## src/rtl/flash_boot_blinker_pkg.sv

```systemverilog
// Shared types and constants for the flash-booted LED blinker.
// Holds the boot FSM state encoding, the SPI READ opcode and the pad-map
// positions of the LED field inside the 38-bit user I/O bus.
package blink_pkg;

  typedef enum logic [1:0] {
    IDLE = 2'd0,
    CMD  = 2'd1,
    DATA = 2'd2,
    RUN  = 2'd3
  } state_t;

  localparam logic [7:0] SPI_READ_CMD = 8'h03;
  localparam int         CFG_BITS     = 32;
  localparam int         LED_LSB      = 2;
  localparam int         LED_MSB      = 9;
  localparam int         PAD_W        = 38;

endpackage

```

## src/rtl/flash_boot_blinker_spi_read_master.sv

```systemverilog
// spi_read_master: one-shot SPI mode-0 transaction of BITS command bits out
// followed by BITS data bits in, both MSB first.
// Ports: i_clk/i_rst (sync, active-high), i_start (level, sampled while idle),
//  i_tx_bits (command word), i_miso; o_csb/o_sclk/o_mosi to the flash,
//  o_rx_data (last BITS sampled bits), o_rx_phase (command phase finished),
//  o_done (one-cycle pulse when csb returns high).
module spi_read_master #(
  parameter int SPI_DIV = 2,
  parameter int BITS    = 32
) (
  input  logic            i_clk,
  input  logic            i_rst,
  input  logic            i_start,
  input  logic [BITS-1:0] i_tx_bits,
  input  logic            i_miso,
  output logic            o_csb,
  output logic            o_sclk,
  output logic            o_mosi,
  output logic [BITS-1:0] o_rx_data,
  output logic            o_rx_phase,
  output logic            o_done
);

  localparam int DIV_W = (SPI_DIV > 1) ? $clog2(SPI_DIV) : 1;
  localparam int CNT_W = $clog2(2 * BITS + 1);

  logic [DIV_W-1:0] r_div;
  logic [CNT_W-1:0] r_rises;
  logic [BITS-1:0]  r_tx;
  logic [BITS-1:0]  r_rx;
  logic             r_csb;
  logic             r_sclk;
  logic             r_mosi;
  logic             r_done;
  logic             w_tick;

  // One flash_clk half-period has elapsed.
  assign w_tick = (r_div == DIV_W'(SPI_DIV - 1));

  always_ff @(posedge i_clk) begin
    if (i_rst) begin
      r_div   <= '0;
      r_rises <= '0;
      r_tx    <= '0;
      r_rx    <= '0;
      r_csb   <= 1'b1;
      r_sclk  <= 1'b0;
      r_mosi  <= 1'b0;
      r_done  <= 1'b0;
    end else begin
      r_done <= 1'b0;
      if (r_csb) begin
        if (i_start) begin
          // First bit is presented with csb so it is stable a full
          // half-period before the first rising edge.
          r_csb   <= 1'b0;
          r_sclk  <= 1'b0;
          r_mosi  <= i_tx_bits[BITS-1];
          r_tx    <= i_tx_bits << 1;
          r_div   <= '0;
          r_rises <= '0;
        end
      end else if (w_tick) begin
        r_div <= '0;
        if (!r_sclk) begin
          r_sclk  <= 1'b1;
          r_rises <= r_rises + 1'b1;
          r_rx    <= {r_rx[BITS-2:0], i_miso};
        end else if (r_rises == CNT_W'(2 * BITS)) begin
          // Finish on the falling half so sclk is already low when csb rises.
          r_sclk <= 1'b0;
          r_csb  <= 1'b1;
          r_mosi <= 1'b0;
          r_done <= 1'b1;
        end else begin
          r_sclk <= 1'b0;
          r_mosi <= r_tx[BITS-1];
          r_tx   <= r_tx << 1;
        end
      end else begin
        r_div <= r_div + 1'b1;
      end
    end
  end

  assign o_csb      = r_csb;
  assign o_sclk     = r_sclk;
  assign o_mosi     = r_mosi;
  assign o_rx_data  = r_rx;
  assign o_rx_phase = (r_rises >= CNT_W'(BITS));
  assign o_done     = r_done;

endmodule

```

## src/rtl/flash_boot_blinker.sv

```systemverilog
// flash_boot_blinker: reads a 4-byte config record from SPI NOR flash after
// reset (READ 0x03 @ 0x000000), then blinks an 8-bit pattern on mprj_io[9:2].
// Ports: clock/reset (sync, active-high); flash_csb/clk/io0 out, flash_io1 in;
//  mprj_io_out/oeb 38-bit pad ring; boot_done high in RUN.
module flash_boot_blinker
  import blink_pkg::*;
#(
  parameter int         SPI_DIV             = 2,
  parameter int         DEFAULT_HALF_PERIOD = 2000,
  parameter logic [7:0] DEFAULT_PATTERN     = 8'h01
) (
  input  logic             clock,
  input  logic             reset,
  output logic             flash_csb,
  output logic             flash_clk,
  output logic             flash_io0,
  input  logic             flash_io1,
  output logic [PAD_W-1:0] mprj_io_out,
  output logic [PAD_W-1:0] mprj_io_oeb,
  output logic             boot_done
);

  state_t              r_state;
  state_t              w_next;
  logic                w_start;
  logic                w_rx_phase;
  logic                w_done;
  logic [CFG_BITS-1:0] w_rx_data;
  logic [23:0]         w_cfg_half;
  logic [7:0]          w_cfg_pat;
  logic [23:0]         r_half;
  logic [7:0]          r_pattern;
  logic [23:0]         r_cnt;
  logic                r_phase;
  logic [7:0]          w_led;

  spi_read_master #(
    .SPI_DIV (SPI_DIV),
    .BITS    (CFG_BITS)
  ) u_spi (
    .i_clk      (clock),
    .i_rst      (reset),
    .i_start    (w_start),
    .i_tx_bits  ({SPI_READ_CMD, 24'h000000}),
    .i_miso     (flash_io1),
    .o_csb      (flash_csb),
    .o_sclk     (flash_clk),
    .o_mosi     (flash_io0),
    .o_rx_data  (w_rx_data),
    .o_rx_phase (w_rx_phase),
    .o_done     (w_done)
  );

  always_ff @(posedge clock) begin
    if (reset) begin
      r_state <= IDLE;
    end else begin
      r_state <= w_next;
    end
  end

  always_comb begin
    w_next  = r_state;
    w_start = 1'b0;
    case (r_state)
      IDLE: begin
        w_start = 1'b1;
        w_next  = CMD;
      end
      CMD:  if (w_rx_phase) w_next = DATA;
      DATA: if (w_done) w_next = RUN;
      RUN:  w_next = RUN;
      default: w_next = IDLE;
    endcase
  end

  // Erased flash falls back to defaults; a zero half-period would never
  // expire, so it is promoted to one.
  always_comb begin
    w_cfg_half = w_rx_data[31:8];
    w_cfg_pat  = w_rx_data[7:0];
    if (&w_rx_data) begin
      w_cfg_half = 24'(DEFAULT_HALF_PERIOD);
      w_cfg_pat  = DEFAULT_PATTERN;
    end else if (w_cfg_half == 24'd0) begin
      w_cfg_half = 24'd1;
    end
  end

  // Counter reloads on the same edge it expires, so every LED transition
  // is exactly r_half cycles after the previous one.
  always_ff @(posedge clock) begin
    if (reset) begin
      r_half    <= 24'd0;
      r_pattern <= 8'h00;
      r_cnt     <= 24'd0;
      r_phase   <= 1'b0;
    end else if ((r_state == DATA) && w_done) begin
      r_half    <= w_cfg_half;
      r_pattern <= w_cfg_pat;
      r_cnt     <= w_cfg_half;
      r_phase   <= 1'b0;
    end else if (r_state == RUN) begin
      if (r_cnt == 24'd1) begin
        r_cnt   <= r_half;
        r_phase <= ~r_phase;
      end else begin
        r_cnt <= r_cnt - 24'd1;
      end
    end
  end

  assign w_led     = r_phase ? r_pattern : 8'h00;
  assign boot_done = (r_state == RUN);

  always_comb begin
    mprj_io_out                  = '0;
    mprj_io_out[LED_MSB:LED_LSB] = w_led;
    mprj_io_oeb                  = '1;
    mprj_io_oeb[LED_MSB:LED_LSB] = '0;
  end

endmodule

```

## config.mk

```make
export PLATFORM = sky130hd
export DESIGN_NAME = flash_boot_blinker
export DESIGN_NICKNAME = d
export VERILOG_FILES = /design/src/rtl/flash_boot_blinker_pkg.sv /design/src/rtl/flash_boot_blinker_spi_read_master.sv /design/src/rtl/flash_boot_blinker.sv
export SDC_FILE = /design/constraint.sdc
export NUM_CORES = 1
export LEC_CHECK = 0
export CAP_MARGIN = 20
export CORE_MARGIN = 8
export CORE_UTILIZATION = 40
export DETAILED_ROUTE_END_ITERATION = 10
export PLACE_DENSITY = 0.61
export SLEW_MARGIN = 20
export SYNTH_ARGS = -nofsm -noshare
export SYNTH_HDL_FRONTEND = slang
export SYNTH_SLANG_ARGS = --single-unit
```

## constraint.sdc

```tcl
create_clock -name clock -period 2.3 [get_ports clock]
set_input_delay 0.23 -clock clock [delete_from_list [all_inputs] [get_ports clock]]
set_output_delay 0.23 -clock clock [all_outputs]
set_load 0.1 [all_outputs]
```

* Word level (Yosys, flattened, before mapping)
Index checks and enable logic that the tools add are counted.
** Word-level totals
- Output and inout bits :: 80
- RAM bits :: 0
- Memories kept :: 0
- Bits in latches :: 0
- Word-level logic and storage cells :: 81
- Bits in registers :: 135
- Memory bits (read-only) :: 0
- Input bits :: 3
** Cells by class
- Add/subtract/negate cells :: 3
- $lt $le $gt $ge :: 1
- Reduce and logical (&&, ||, !) cells :: 16
- Bitwise gates (word level) :: 3
- Multiply operators :: 0
- Eq/ne operators :: 10
- Shifts and indexed selects :: 0
- Mux-type cells :: 35
- Divide/modulo/power cells :: 0
** Operators with widths (number)
- 32-bit two-way mux :: 5
- 24-bit two-way mux :: 5
- 32-bit AND reduction :: 1
- 7-bit two-way mux :: 4
- 24-bit by 1-bit equality test with 1-bit output (second input constant) :: 1
- 24-bit logical NOT :: 1
- 24-bit by 1-bit subtractor with 24-bit output (second input constant) :: 1
- 1-bit two-way mux :: 16
- 8-bit two-way mux :: 2
- 2-bit by 1-bit inequality test with 1-bit output (second input constant) :: 5
- 3-bit AND reduction :: 3
- 2-bit case mux with 4 select lines :: 1
- 7-bit by 1-bit adder with 7-bit output (second input constant) :: 1
- 7-bit equality test (second input constant) :: 1
- 7-bit by 6-bit >= comparator with 1-bit output (second input constant) :: 1
- 2-bit AND reduction :: 3
- 2-bit nonzero test :: 3
- 2-bit equality test (second input constant) :: 2
- 2-bit two-way mux :: 2
- 4-bit AND reduction :: 1
- 2-bit OR reduction :: 2
- 1-bit inverter :: 3
- 2-bit by 1-bit equality test with 1-bit output (second input constant) :: 1
- 2-bit logical NOT :: 1
- 2 further kinds :: 2

* Longest topological paths before layout
- Word-level depth :: 5
- Gate-level depth with buffers :: 10

* Hierarchy
A second synthesis with hierarchy kept.
** Unflattened totals
- Cell total of the unflattened synthesis :: 834
- Area total of the unflattened synthesis :: 7001.7 um2
** By module, submodules not included
- flash_boot_blinker :: area each 3649.8 um2, sequential area each 1181.1 um2, instances 1, cells an instance 473
- spi_read_master :: area each 3352.0 um2, sequential area each 1501.4 um2, instances 1, cells an instance 361

* Worst setup path before layout
No wires, ideal clock.
- Kind :: register to register
- Start point :: register r_state[0]
- End point :: register r_cnt[10]
- Data arrival time :: 2190 ps
- Stages on the path, launching flop included :: 6
- Data required time :: 2230 ps
- Buffers on the path :: 0
- Library setup time :: 70 ps
- Path slack :: 39 ps
- Path through :: dfxtp_1 nand2_1 clkinv_1 a31o_2 or3_1 a21oi_1
** RTL lines
- from (decl) :: RTL line flash_boot_blinker.sv:23 : state_t r_state;
- from (signal assigned) :: RTL line flash_boot_blinker.sv:58 : r_state <= w_next;
- 2-bit equality test
- via boot_done :: RTL line flash_boot_blinker.sv:20 : output logic boot_done
- 2-bit nonzero test (no line)
- to (signal assigned) :: RTL line flash_boot_blinker.sv:101 : r_cnt <= w_cfg_half;
- to (signal assigned) :: RTL line flash_boot_blinker.sv:105 : r_cnt <= r_half;
- to (signal assigned) :: RTL line flash_boot_blinker.sv:108 : r_cnt <= r_cnt - 24'd1;
- to (decl) :: RTL line flash_boot_blinker.sv:33 : logic [23:0] r_cnt;
The timed path passes the listed nets, and every way through them passes these cells.
A chain may end at the register's enable or synchronous reset.

* Worst setup path after layout
- Start point :: register r_cnt[1]
- End point :: register r_cnt[10]
** On the way
- Word-level cells in the longest chain between the ends :: 4
** Ends and longest elaborated chain
- 24-bit by 1-bit subtractor with 24-bit output or 24-bit by 1-bit equality test with 1-bit output (tied branches) :: RTL line flash_boot_blinker.sv:108, flash_boot_blinker.sv:104
- 24-bit two-way mux (*) :: RTL line flash_boot_blinker.sv:104 : if (r_cnt == 24'd1) begin
- 24-bit two-way mux (*) :: RTL line flash_boot_blinker.sv:103 : end else if (r_state == RUN) begin
- 24-bit two-way mux (*) :: RTL line flash_boot_blinker.sv:98 : end else if ((r_state == DATA) && w_done) begin
Every way passes the cells marked *; elsewhere a longest branch is shown, timed or not. The select of a mux whose other input is x is not followed.

==> run metrics <==
Remaining Overflow, GRT 0; TritonRoute pass-1 iters 5; CTS tree built; top cell type's share of synthesized area 40.7%; Clock Latency Late Sink 0.35 ns; synth cell count leaders nand2_1 (137), dfxtp_1 (110), a21oi_1 (75); detailed-route via count 4,484; number of diodes 0; hold_buf cts 0; GP Congestion 0.805; total negative slack 0 ns; period utilisation layout 92.3%; Post-synth top flop dfxtp_1; CTS Root Cell clkbuf_16; routed wire length per instance 13.8 um; vias per cell 5.11; Power Dens Cells 714 nW/um^2; slowest CP cell dfxtp_1; largest cells by area after synthesis dfxtp_1 (41%), nand2_1 (9.5%), buf_4 (9.4%), a21oi_1 (6.9%), nor2_1 (3.7%); CP max FO 30; Final Max Slew Viols 0; Routed WL 12.1 mm; clock power share 37.0%; ys async rst share 0%; number of synthesized flops with an enable pin 0; post-route ant nets 0; syn_area_per_cell 7.87 sq um; Yosys warnings 0; PortBufs 14; DRC violation count after routing 0; HP Class primary input to flip-flop; Synth area leader dfxtp_1; core area 13,200 sq um; DP HPWL 8.47 mm; worst path required time 2.57 ns; WS Path Type flip-flop to flip-flop; maximum clock frequency 0.471 GHz; VDD IR max 392 uV; leak pwr 2.18 nW; WP data arrival 2.40 ns; Fin Clk Skew 0.00686 ns; buffers from clock root to sink, at most 2; unrepaired setup endpoints after global routing false; CTS H-Tree Depth 3; Internal 2.82 mW; crit path time final 2.12 ns; # setup viols final 0; Logic pwr share 17.0%; Psw 1.37 mW; Row Count 42; Total GRT Usage 13.8%; Max-Cap Viols 0; final net count 704; post-synthesis cell type count 52; # resized after CTS 0; Detailed Route Iter0 Violations 401; share of layout cells above drive strength 1 9.83%; status finished, final reports clean; worst-path cell chain inv_1 -> ha_1 -> nor2b_1 -> nand4_1 -> or2_1 -> buf_4 -> nor3_1 -> or3_1 -> a21oi_1; Ports 83; total CTS buffers 9; Starting Density 40.8%; post-synthesis cell count 687; final hold vios 0; crit start category flip-flop; Seq/Total Area, Yosys 40.7%; Die W 132 um; postcts setup bufs 0; Net Sw Frac 32.7%; #FFs+latches synth 110; Die Span Y 132 um; Area growth syn-to-layout 8.33%; count leader, synth nand2_1; clk sink count 110; initial antenna violation count 0; vias in the first global route 4,238; synthesized area 5410 sq um; first-pass GRT wire length 20.5 mm; total power 4.18 mW; kind of end point of the critical path flip-flop; max incr delay on CP 0.42 ns; Worst-path clk slew 0.08 ns; Seq pwr share 46.0%; pin count of the biggest net entering global routing 63; die footprint 17,500 sq um
[critical path, delay by kind of cell (launching register included)]
kind / cells / cell delay, ns
AND/OR/NAND/NOR: 5 / 0.84
adder cells (fa/ha/maj): 1 / 0.20
buffers and inverters: 2 / 0.40
flip-flops: 1 / 0.42
AO/OA/AOI/OAI: 1 / 0.17
[layout make-up]
class                   instances  area (sq um)
flip-flops and latches        110          2200
multi-input cells             527          2760
fillers                      1352          7380
clock buffers                  11           253
repair buffers                 40           340
clock inverters                 5          46.3
well taps                     176           220
inverters                       9          33.8
[placed cells by master (no fill, tap or decap), types with 3 or more instances in the layout]
cell       count
nand2_1      137
dfxtp_1      110
a21oi_1       74
conb_1        68
nor2_1        53
buf_4         36
nand3_1       19
a311oi_1      16
nor4_1        14
o21ai_0       14
nor3_1        13
xor2_1        13
nand4_1       12
o21a_1        10
and2_1         9
clkbuf_16      9
inv_1          8
xnor2_1        8
o211ai_1       8
a22oi_1        7
nand2b_1       4
a211oi_1       4
ha_1           4
nor3b_1        3
or4_1          3
inv_6          3
buf_12         3
[metrics by stage]
step	setup slack [ns]	hold WS (ns)	cell area [sq um]	util, %	std cells
3_3_place_gp	0.226	0.441	5560	42.0	862
6_report	0.177	0.316	5860	44.2	878
2_1_floorplan	0.0391	0.366	5660	-	753
3_5_place_dp	0.197	0.447	5560	42.0	862
4_1_cts	0.176	0.311	5860	44.2	878
5_1_grt	0.0221	0.338	5860	44.2	878
[power by group through the flow]
stage          Clock [mW]  Sequential (mW)  Combinational, mW
2_1_floorplan           0             1.98              0.729
3_3_place_gp            0             1.97              0.702
3_5_place_dp            0             1.97              0.706
4_1_cts              1.59             1.92              0.707
5_1_grt              1.67             1.92              0.745
6_report             1.55             1.92              0.711
[metal layers]
metal | up-vias | GRT usage [%] | wire, um
li1 | 2262 | - | -
met1 | 2104 | 17.2 | 5610
met2 | 104 | 22.4 | 5650
met3 | 14 | 3.93 | 670
met4 | 0 | 4.73 | 181
met5 | - | 0 | 0
[final timing paths]
kind | from | end | slack [ns] | depth (start not counted)
setup / recovery | r_cnt[1]$_SDFFE_PP0P_ | r_cnt[10]$_SDFFE_PP0P_ | 0.18 | 9
hold / removal | reset | u_spi.r_rises[0]$_SDFFE_PP0P_ | 0.32 | 2
setup reg to reg | r_cnt[1]$_SDFFE_PP0P_ | r_cnt[10]$_SDFFE_PP0P_ | 0.18 | 9
hold reg to reg | r_half[13]$_SDFFE_PP0P_ | r_half[13]$_SDFFE_PP0P_ | 0.46 | 2
[logic make-up after synthesis]
kind of cell,after synthesis,share of synthesized area (%)
xor gates and xnor gates,21,3.40
DFF,110,40.7
muxes,1,0.208
AOI/OAI and AO/OA,149,17.2
adders and majority gates,4,0.925
and+or+nand+nor,284,24.5
other,2,0.139
buffers and inverters,116,12.9
[state kept, by name, indices dropped and copies added, names as in the netlist, 2 cells and up]
register         count
u_spi.o_rx_data     32
r_cnt               24
r_half              24
r_pattern            8
u_spi.r_rises        7
u_spi.r_tx           7
r_state              2
Power figures use the tool's default switching activity.
